**src/rtl/muldiv_pkg.sv**
```systemverilog
// Shared definitions for the EX-stage multiply/divide unit: op encodings,
// FSM state enum and a negate-if-sign helper for the sign fix-up.
package muldiv_pkg;

  localparam logic [2:0] MD_MULT  = 3'd0;
  localparam logic [2:0] MD_MULTU = 3'd1;
  localparam logic [2:0] MD_DIV   = 3'd2;
  localparam logic [2:0] MD_DIVU  = 3'd3;
  localparam logic [2:0] MD_MADD  = 3'd4;
  localparam logic [2:0] MD_MADDU = 3'd5;
  localparam logic [2:0] MD_MSUB  = 3'd6;
  localparam logic [2:0] MD_MSUBU = 3'd7;

  typedef enum logic [1:0] {
    MD_IDLE = 2'd0,
    MD_CALC = 2'd1,
    MD_DONE = 2'd2
  } md_state_e;

  // Widest value the helper handles. Callers zero-extend into it and
  // truncate the result back to their own width. Two's-complement negation
  // gives the same low bits at any width, so the truncated result is exact.
  localparam int MD_MAX_W = 128;

  function automatic logic [MD_MAX_W-1:0] neg_if(input logic neg,
                                                 input logic [MD_MAX_W-1:0] v);
    return neg ? (~v + 1'b1) : v;
  endfunction

endpackage

```
**src/rtl/muldiv_step.sv**
```systemverilog
// One iteration of the shared datapath, UNROLL bits deep, purely combinational.
// Multiply: {part_hi,part_lo} = {partial product, remaining multiplier bits};
//   each bit conditionally adds the multiplicand into the high half and then
//   shifts the pair right by one.
// Divide: {part_hi,part_lo} = {partial remainder, dividend/quotient bits};
//   each bit performs one restoring step and shifts the quotient bit into the
//   low half.
module muldiv_step
  import muldiv_pkg::*;
#(
  parameter int XLEN   = 32,
  parameter int UNROLL = 1
) (
  input  logic            is_div,
  input  logic [XLEN-1:0] part_hi,
  input  logic [XLEN-1:0] part_lo,
  input  logic [XLEN-1:0] operand,
  output logic [XLEN-1:0] next_hi,
  output logic [XLEN-1:0] next_lo
);

  logic [XLEN-1:0] hi;
  logic [XLEN-1:0] lo;
  logic [XLEN:0]   t;
  logic [XLEN:0]   sum;
  logic            qbit;

  // Chain UNROLL single-bit shift-add or restoring-divide steps.
  always_comb begin
    hi   = part_hi;
    lo   = part_lo;
    t    = '0;
    sum  = '0;
    qbit = 1'b0;
    for (int i = 0; i < UNROLL; i++) begin
      if (is_div) begin
        t = {hi, lo[XLEN-1]};
        if (t >= {1'b0, operand}) begin
          hi   = XLEN'(t - {1'b0, operand});
          qbit = 1'b1;
        end else begin
          hi   = t[XLEN-1:0];
          qbit = 1'b0;
        end
        lo = {lo[XLEN-2:0], qbit};
      end else begin
        sum = {1'b0, hi} + (lo[0] ? {1'b0, operand} : {(XLEN+1){1'b0}});
        hi  = sum[XLEN:1];
        lo  = {sum[0], lo[XLEN-1:1]};
      end
    end
    next_hi = hi;
    next_lo = lo;
  end

endmodule

```
**src/rtl/ex_muldiv_unit.sv**
```systemverilog
// Iterative multiply / divide / multiply-accumulate unit for the EX stage.
// Operands are reduced to magnitudes on acceptance, iterated for XLEN/UNROLL
// cycles, then sign-fixed and optionally accumulated into the latched HI/LO
// during the single DONE cycle. result_o shows the fresh result while done_o
// is high, and holds it afterwards.
// Handshake: an op is accepted on a cycle where the unit is IDLE, start_i=1
// and flush_i=0. stall_o is high from that cycle through the last CALC cycle.
// done_o pulses for one cycle with result_o valid. flush_i aborts without a
// done_o pulse.
module ex_muldiv_unit
  import muldiv_pkg::*;
#(
  parameter int XLEN   = 32,
  parameter int UNROLL = 1
) (
  input  logic              clk,
  input  logic              rst,
  input  logic              start_i,
  input  logic [2:0]        op_i,
  input  logic [XLEN-1:0]   opa_i,
  input  logic [XLEN-1:0]   opb_i,
  input  logic [2*XLEN-1:0] hilo_i,
  input  logic              flush_i,
  output logic              busy_o,
  output logic              stall_o,
  output logic              done_o,
  output logic [2*XLEN-1:0] result_o
);

  localparam int ITERS = XLEN / UNROLL;
  localparam int CNT_W = $clog2(ITERS + 1);
  localparam int DW    = 2 * XLEN;

  md_state_e         state;
  md_state_e         state_nxt;
  logic [2:0]        op_q;
  logic              sign_a;
  logic              sign_b;
  logic [XLEN-1:0]   opnd_q;
  logic [XLEN-1:0]   hi_q;
  logic [XLEN-1:0]   lo_q;
  logic [DW-1:0]     hilo_q;
  logic [DW-1:0]     result_q;
  logic [CNT_W-1:0]  cnt;

  logic              accept;
  logic              signed_in;
  logic              is_div_in;
  logic              is_div_q;
  logic [XLEN-1:0]   mag_a;
  logic [XLEN-1:0]   mag_b;
  logic [XLEN-1:0]   step_hi;
  logic [XLEN-1:0]   step_lo;
  logic [DW-1:0]     prod;
  logic [XLEN-1:0]   quot;
  logic [XLEN-1:0]   rem;
  logic [DW-1:0]     fix_result;

  assign accept    = (state == MD_IDLE) && start_i && !flush_i;
  assign signed_in = ~op_i[0];
  assign is_div_in = (op_i == MD_DIV) || (op_i == MD_DIVU);
  assign is_div_q  = (op_q == MD_DIV) || (op_q == MD_DIVU);
  assign mag_a     = XLEN'(neg_if(signed_in & opa_i[XLEN-1], MD_MAX_W'(opa_i)));
  assign mag_b     = XLEN'(neg_if(signed_in & opb_i[XLEN-1], MD_MAX_W'(opb_i)));

  muldiv_step #(
    .XLEN   (XLEN),
    .UNROLL (UNROLL)
  ) u_step (
    .is_div  (is_div_q),
    .part_hi (hi_q),
    .part_lo (lo_q),
    .operand (opnd_q),
    .next_hi (step_hi),
    .next_lo (step_lo)
  );

  // FSM state register.
  always_ff @(posedge clk) begin
    if (rst) state <= MD_IDLE;
    else     state <= state_nxt;
  end

  // FSM next-state logic; flush returns to IDLE from any busy state.
  always_comb begin
    state_nxt = state;
    case (state)
      MD_IDLE: if (start_i && !flush_i) state_nxt = MD_CALC;
      MD_CALC: begin
        if (flush_i)                    state_nxt = MD_IDLE;
        else if (cnt == CNT_W'(1))      state_nxt = MD_DONE;
      end
      MD_DONE: state_nxt = MD_IDLE;
      default: state_nxt = MD_IDLE;
    endcase
  end

  // FSM outputs; stall drops in DONE so EX advances on the done cycle.
  always_comb begin
    busy_o  = (state != MD_IDLE);
    stall_o = accept || (state == MD_CALC);
    done_o  = (state == MD_DONE) && !flush_i;
  end

  // Operand latch on acceptance, iteration in CALC, result capture in DONE.
  always_ff @(posedge clk) begin
    if (rst) begin
      op_q     <= '0;
      sign_a   <= 1'b0;
      sign_b   <= 1'b0;
      opnd_q   <= '0;
      hi_q     <= '0;
      lo_q     <= '0;
      hilo_q   <= '0;
      result_q <= '0;
      cnt      <= '0;
    end else begin
      if (accept) begin
        op_q   <= op_i;
        sign_a <= signed_in & opa_i[XLEN-1];
        sign_b <= signed_in & opb_i[XLEN-1];
        hilo_q <= hilo_i;
        cnt    <= CNT_W'(ITERS);
        hi_q   <= '0;
        // Divide iterates on the dividend with the divisor as operand;
        // multiply iterates on the multiplier with the multiplicand as operand.
        if (is_div_in) begin
          lo_q   <= mag_a;
          opnd_q <= mag_b;
        end else begin
          lo_q   <= mag_b;
          opnd_q <= mag_a;
        end
      end else if (state == MD_CALC) begin
        hi_q <= step_hi;
        lo_q <= step_lo;
        cnt  <= cnt - CNT_W'(1);
      end
      if (done_o) result_q <= fix_result;
    end
  end

  // Sign fix-up and accumulate. A zero divisor leaves the remainder equal to
  // |opa|, so the remainder fix gives back opa unchanged; only LO needs forcing.
  always_comb begin
    prod = DW'(neg_if(sign_a ^ sign_b, MD_MAX_W'({hi_q, lo_q})));
    quot = (opnd_q == '0) ? '1 : XLEN'(neg_if(sign_a ^ sign_b, MD_MAX_W'(lo_q)));
    rem  = XLEN'(neg_if(sign_a, MD_MAX_W'(hi_q)));
    if (is_div_q)     fix_result = {rem, quot};
    else if (op_q[2]) fix_result = op_q[1] ? (hilo_q - prod) : (hilo_q + prod);
    else              fix_result = prod;
  end

  assign result_o = done_o ? fix_result : result_q;

endmodule

```
**config.mk**
```make
export PLATFORM = sky130hd
export DESIGN_NAME = ex_muldiv_unit
export DESIGN_NICKNAME = d
export VERILOG_FILES = /design/src/rtl/muldiv_pkg.sv /design/src/rtl/muldiv_step.sv /design/src/rtl/ex_muldiv_unit.sv
export SDC_FILE = /design/constraint.sdc
export NUM_CORES = 1
export LEC_CHECK = 0
export ABC_AREA = 1
export BUFFER_PORTS_ARGS = -buffer_cell sky130_fd_sc_hd__buf_2
export CAP_MARGIN = 20
export CORE_ASPECT_RATIO = 0.5
export CORE_MARGIN = 2
export CORE_UTILIZATION = 50
export DETAILED_ROUTE_END_ITERATION = 12
export PLACE_DENSITY = 0.66
export SLEW_MARGIN = 20
export SYNTH_ARGS = -nofsm -noshare
export SYNTH_HDL_FRONTEND = slang
export SYNTH_SLANG_ARGS = --single-unit
```
**constraint.sdc**
```tcl
create_clock -name clk -period 5.59 [get_ports clk]
set_input_delay 0.559 -clock clk [delete_from_list [all_inputs] [get_ports clk]]
set_output_delay 0.559 -clock clk [all_outputs]
set_load 0.03 [all_outputs]
```
# [Yosys cells after proc, flatten, opt, wreduce, memory -nomap -nowiden]
# Index checks and enable logic that the tools add are counted.
[totals] ff_bits=237
[classes] bitwise_logic=9 reduce_logical=14 n_eq_ne=9 muxes=25 add_sub_neg=10 magnitude_cmp=1
[ops] cell="$mux W32" count=13
[ops] cell="$mux W64" count=5
[ops] cell="$add A32 B1 Y32 const B" count=4
[ops] cell="$not A32 Y32" count=4
[ops] cell="$add A64 B1 Y64 const B" count=1
[ops] cell="$add A64 B64 Y64" count=1
[ops] cell="$not A64 Y64" count=1
[ops] cell="$sub A64 B64 Y64" count=1
[ops] cell="$add A32 B32 Y33" count=1
[ops] cell="$ge A33 B32 Y1" count=1
[ops] cell="$logic_not A32 Y1" count=1
[ops] cell="$sub A32 B32 Y32" count=1
[ops] cell="$eq A3 B2 Y1 const B" count=4
[ops] cell="$mux W6" count=2
[ops] cell="$eq A6 B1 Y1 const B" count=1
[ops] cell="$mux W2" count=3
[ops] cell="$sub A6 B1 Y6 const B" count=1
[ops] cell="$logic_and A1 B1 Y1" count=4
[ops] cell="$pmux W2 S2" count=1
[ops] cell="$reduce_bool A2 Y1" count=2
[ops] cell="$logic_or A1 B1 Y1" count=3
[ops] cell="$ne A3 B3 Y1 const B" count=1
[ops] cell="$and A1 B1 Y1" count=2
[ops] cell="$eq A2 B1 Y1 const B" count=1
[ops] cell="9 further kinds" count=9

# [Logic depth before layout (Yosys ltp)]
[depth] word_depth=8 mapped_depth=39 ltp_nobuf=38

# [Modules after synthesis]
# A second synthesis with hierarchy kept.
[hier_totals] hier_cells=4586 hier_area_um2=26515.4
[modules_own_cells] module="ex_muldiv_unit" area_per_inst_um2=20350.8 cells_each=3312 n_inst=1
[modules_own_cells] module="muldiv_step" area_per_inst_um2=6164.7 cells_each=1274 n_inst=1

# [Worst setup path before layout]
# Ideal clock, no wire load.
[synth_path] kind="register -> output" from="register lo_q[0]" to="output result_o[58]" stages_incl_launch_ff=34 required_time_ns=5.031 slack_ns=0.256 arrival_time_ns=4.775 cell_sequence="dfxtp_1 buf_2 inv_2 ha_1 inv_1 nor2_1 o21ai_1 nand2_1 inv_2 nor2_1 nand2_1 nor2_2 nand2_2 nor2_4 nand2_2 nor3_2 nand4_1 or2_1 nand2_1 xnor2_1 inv_1 ha_1 nand2_1 nor2_1 inv_1 nor4_1 nand3_1 nand3_1 nand3_1 nand2_1 a21boi_0 xnor2_1 nand2_1 a21boi_0"
[synth_via] elab_chain_cells=8 word_cells_on_any_way=9 cone_classes="3 x add/sub; 5 x mux; 1 x bitwise"
[synth_lines] item="from (decl)" line_no="ex_muldiv_unit.sv:41" rtl="logic [XLEN-1:0] lo_q;"
[synth_lines] item="from (signal assigned)" line_no="ex_muldiv_unit.sv:128" rtl="lo_q <= mag_a;"
[synth_lines] item="from (signal assigned)" line_no="ex_muldiv_unit.sv:131" rtl="lo_q <= mag_b;"
[synth_lines] item="from (signal assigned)" line_no="ex_muldiv_unit.sv:136" rtl="lo_q <= step_lo;"
[synth_lines] item="$not A64 Y64" line_no="muldiv_pkg.sv:27" rtl="return neg ? (~v + 1'b1) : v;"
[synth_lines] item="$add A64 B1 Y64" line_no="muldiv_pkg.sv:27"
[synth_lines] item="$mux W64 (*)" line_no="muldiv_pkg.sv:27"
[synth_lines] item="$add A64 B64 Y64 or $sub A64 B64 Y64 (tied branches)" line_no="ex_muldiv_unit.sv:150" rtl="else if (op_q[2]) fix_result = op_q[1] ? (hilo_q - prod) : (hilo_q + prod);"
[synth_lines] item="$mux W64" line_no="ex_muldiv_unit.sv:150"
[synth_lines] item="$mux W64 (*)" line_no="ex_muldiv_unit.sv:150"
[synth_lines] item="$mux W64 (*)" line_no="ex_muldiv_unit.sv:149" rtl="if (is_div_q) fix_result = {rem, quot};"
[synth_lines] item="$mux W64 (*)"
[synth_lines] item="to (decl)" line_no="ex_muldiv_unit.sv:27" rtl="output logic [2*XLEN-1:0] result_o"
# Every way passes the cells marked *; elsewhere a longest branch is shown, timed or not.

# [Worst setup path in the final report]
[layout_path] from="register lo_q[12]" to="output result_o[54]"
# The elaborated chain is that of the path after synthesis.

==> impl_metrics.ini <==
[timing]
setup_tns_ns = -13.88
finalCritPeriodShare_pct = 110
fin_skew_ns = 0.0542
clock.fmax_ghz = 0.162
setup_slack_ns = -0.575
slew-limit-headroom_pct = 25.8
worst_pin_slew_ns = 1.11
post-route-min-period_ns = 6.17
drv_slew = 0
setup_viol = 39
finalHoldViolCount = 0
rsz0062_at_grt = yes
fin_hold_ws_ns = 0.164

[pwr]
p_leak_nw = 16.8
peakVddDrop_v = 0.000289
clkPwrFrac_pct = 23.1
power_frac_seq_pct = 24.2
combPwrFrac_pct = 52.8
switching_share_pct = 44.0
power_mw = 7.67
power.density_nw_per_um2 = 220
p_switching_mw = 3.38
p_int_mw = 4.29

[worst_setup_path]
r2r_slack_ns = -0.41
crit_path_top_delay_cell = dfxtp_4
cp_max_fo = 3
critPathMostFrequentCell = buf_4
cp_data_required_time_ns = 5.03
worstPathArrival_ns = 5.61
critPathKind = register to output port
end_kind = output port
startpoint_type = register
critical-path-top-delay-family = simple AND/OR/NAND/NOR gates
cp_num_buf_inv = 8
slowest_delay_ns = 0.36

[layout]
layout.nets = 5135
area_delta_synth_final_pct = 39.1
fillers = 4136
antennaDiodeCount = 0
layout_common_cells = 892 x nand2_1, 552 x buf_4, 432 x inv_1, 361 x nor2_1, 278 x o21ai_0
layout_commonest_cell = nand2_1
drive_above_1_share_pct = 30.8

[synthesis]
syn_nets = 4467
synth_cell_types = 60
synth-seq-area-share_pct = 18.9
yosysTopAreaCell = dfxtp_1
synth-main-ff-cell = dfxtp_1
ys_async_sr_fraction_pct = 0
avgSynthCellArea_um2 = 5.96
yosys_warnings = 0
synth_area_leaders = dfxtp_1 19%, nand2_1 15%, nor2_1 7.4%
synth_top_area_share_pct = 18.9
synth_edf_count = 0
synth-seq-cells = 236
synthesis.area_um2 = 25000
syn_inst = 4195

[floorplanning]
dieHeight_um = 162
die_w_um = 320
initial_core_util_pct = 51.1
ioPinCount = 202
die_area_um2 = 52000
rows = 57
coreArea_um2 = 49000

[detailed_routing]
drt-total-wl_um = 119000
dr.pass1.iters = 7
drt_iter0_drc = 4511
ant_nets = 0
vias = 33519
viasPerCell = 6.06
wl_per_cell_um = 21.5
drc = 0

[grt]
grt-ovfl-total = 0
antenna_found_initial = 1
grt_use_total_pct = 42.3
grt_pass1_wl_um = 172000
grt_max_degree = 80
grt_pass1_vias = 29981

[clocking]
clk_pin_slew_ns = 0.07
cts_max_path_buffers = 3
cts_tree = built
numCtsBuffers = 24
clock-sinks = 236
htreeDepth = 1
cts.hold.buffers_added = 0
cts-root-buf = clkbuf_16
insertion_delay_ns = 0.60

[run_status]
status = finished, violations left
violations = setup timing

[place]
portBuffers = 201
gp_congestion = 1.09
post-dp-hpwl_um = 88400

[flow_run]
maxCapViolations = 0

[min_path]
hp-class = input port to register
-- per-layer routing --
metal / GRT usage [%] / vias to the layer above / routed length (um) / share of wire [%]
met5: 0 / - / 13 / 0.011
li1: - / 15336 / - / -
met4: 13.9 / 2 / 5460 / 4.6
met1: 60.0 / 15501 / 48400 / 41
met3: 8.82 / 417 / 15800 / 13
met2: 63.8 / 2263 / 49300 / 41
-- final timing paths --
| kind | startpoint | end | depth (start not counted) |
|---|---|---|---|
| worst max-delay path | lo_q[12]$_SDFFE_PP0P_ | result_o[54] | 32 |
| worst min-delay path | flush_i | state[1]$_SDFFE_PP0P_ | 2 |
| worst max register to register | sign_a$_SDFFE_PP0P_ | result_q[59]$_SDFF_PP0_ | 43 |
| worst min register to register | result_q[9]$_SDFF_PP0_ | result_q[9]$_SDFF_PP0_ | 2 |
-- worst register-to-register path: cells and delay by family (launching register included) --
family                     cells  cell delay (ns)
and+or+nand+nor               20             2.42
buffers and inverters         15             1.81
AOI/OAI and AO/OA              6             0.95
DFF                            1             0.36
adders and majority gates      1             0.25
xor gates and xnor gates       1             0.21
-- Yosys cell counts, drive strengths merged (18+ instances only) --
| cell | number |
|---|---|
| o21bai | 27 |
| inv | 500 |
| or2 | 28 |
| nor2 | 525 |
| o221ai | 24 |
| xor2 | 134 |
| nand4 | 53 |
| o22ai | 27 |
| o211ai | 44 |
| nor3 | 45 |
| clkbuf | 101 |
| a21oi | 324 |
| o21ai | 370 |
| nand2 | 1036 |
| ha | 134 |
| xnor2 | 64 |
| a221oi | 18 |
| a22o | 63 |
| buf | 42 |
| nand3 | 209 |
| nand3b | 21 |
| a31oi | 35 |
| nor4 | 31 |
| dfxtp | 236 |
-- power groups by stage --
| stage | sequential [mW] | combinational (mW) | clock (mW) |
|---|---|---|---|
| 3_3_place_gp | 1.87 | 3.03 | 0 |
| 2_1_floorplan | 1.84 | 1.85 | 0 |
| 3_5_place_dp | 1.87 | 3.06 | 0 |
| 4_1_cts | 1.84 | 3.54 | 1.77 |
| 5_1_grt | 1.86 | 4.27 | 1.84 |
| 6_report | 1.85 | 4.04 | 1.77 |
-- what timing repair did --
item	4_1_cts	5_1_grt
hold endpoints to repair	0	0
pin swaps	159	127
gates cloned	4	0
setup buffers	106	40
setup endpoints to repair	44	46
resized for setup	547	325
-- layout make-up --
| type | count | area, um2 | area share [%] |
|---|---|---|---|
| Inverter | 505 | 1910 | 5.47 |
| Clock buffer | 32 | 682 | 1.96 |
| Multi-Input combinational cell | 3312 | 20700 | 59.4 |
| Tap cell | 649 | 812 | 2.33 |
| Sequential cell | 236 | 4790 | 13.8 |
| Timing Repair Buffer | 784 | 5820 | 16.7 |
| Clock inverter | 12 | 133 | 0.381 |
-- per-stage QoR --
stage	instances	utilization, %	area [um2]	setup WS, ns
final	5530	71.0	34800	-0.575
after global placement	5337	60.5	29600	-0.436
after CTS	5490	67.9	33300	-0.263
after detailed placement	5337	60.5	29600	-0.509
after floorplan	4195	-	25000	0.256
after global routing	5530	71.0	34800	-0.719
-- logic make-up (layout without fill, tap and decap cells) --
group,Yosys count,after routing,share of synthesized area [%]
flip-flops,236,236,18.9
AO/OA/AOI/OAI,1009,1009,23.8
adder cells (fa/ha/maj),137,137,6.94
AND/OR/NAND/NOR,1967,1968,33.6
XOR/XNOR,198,198,6.93
buffers and inverters,648,1333,9.89
-- sequential cells by signal (all words and copies together), names as in the netlist --
| register | flops |
|---|---|
| hi_q | 32 |
| opnd_q | 32 |
| cnt | 6 |
| sign_b | 1 |
| op_q | 2 |
| state | 2 |
| sign_a | 1 |
| result_q | 64 |
| lo_q | 32 |
| hilo_q | 64 |
Note: power is estimated with default switching activity, not from simulation.
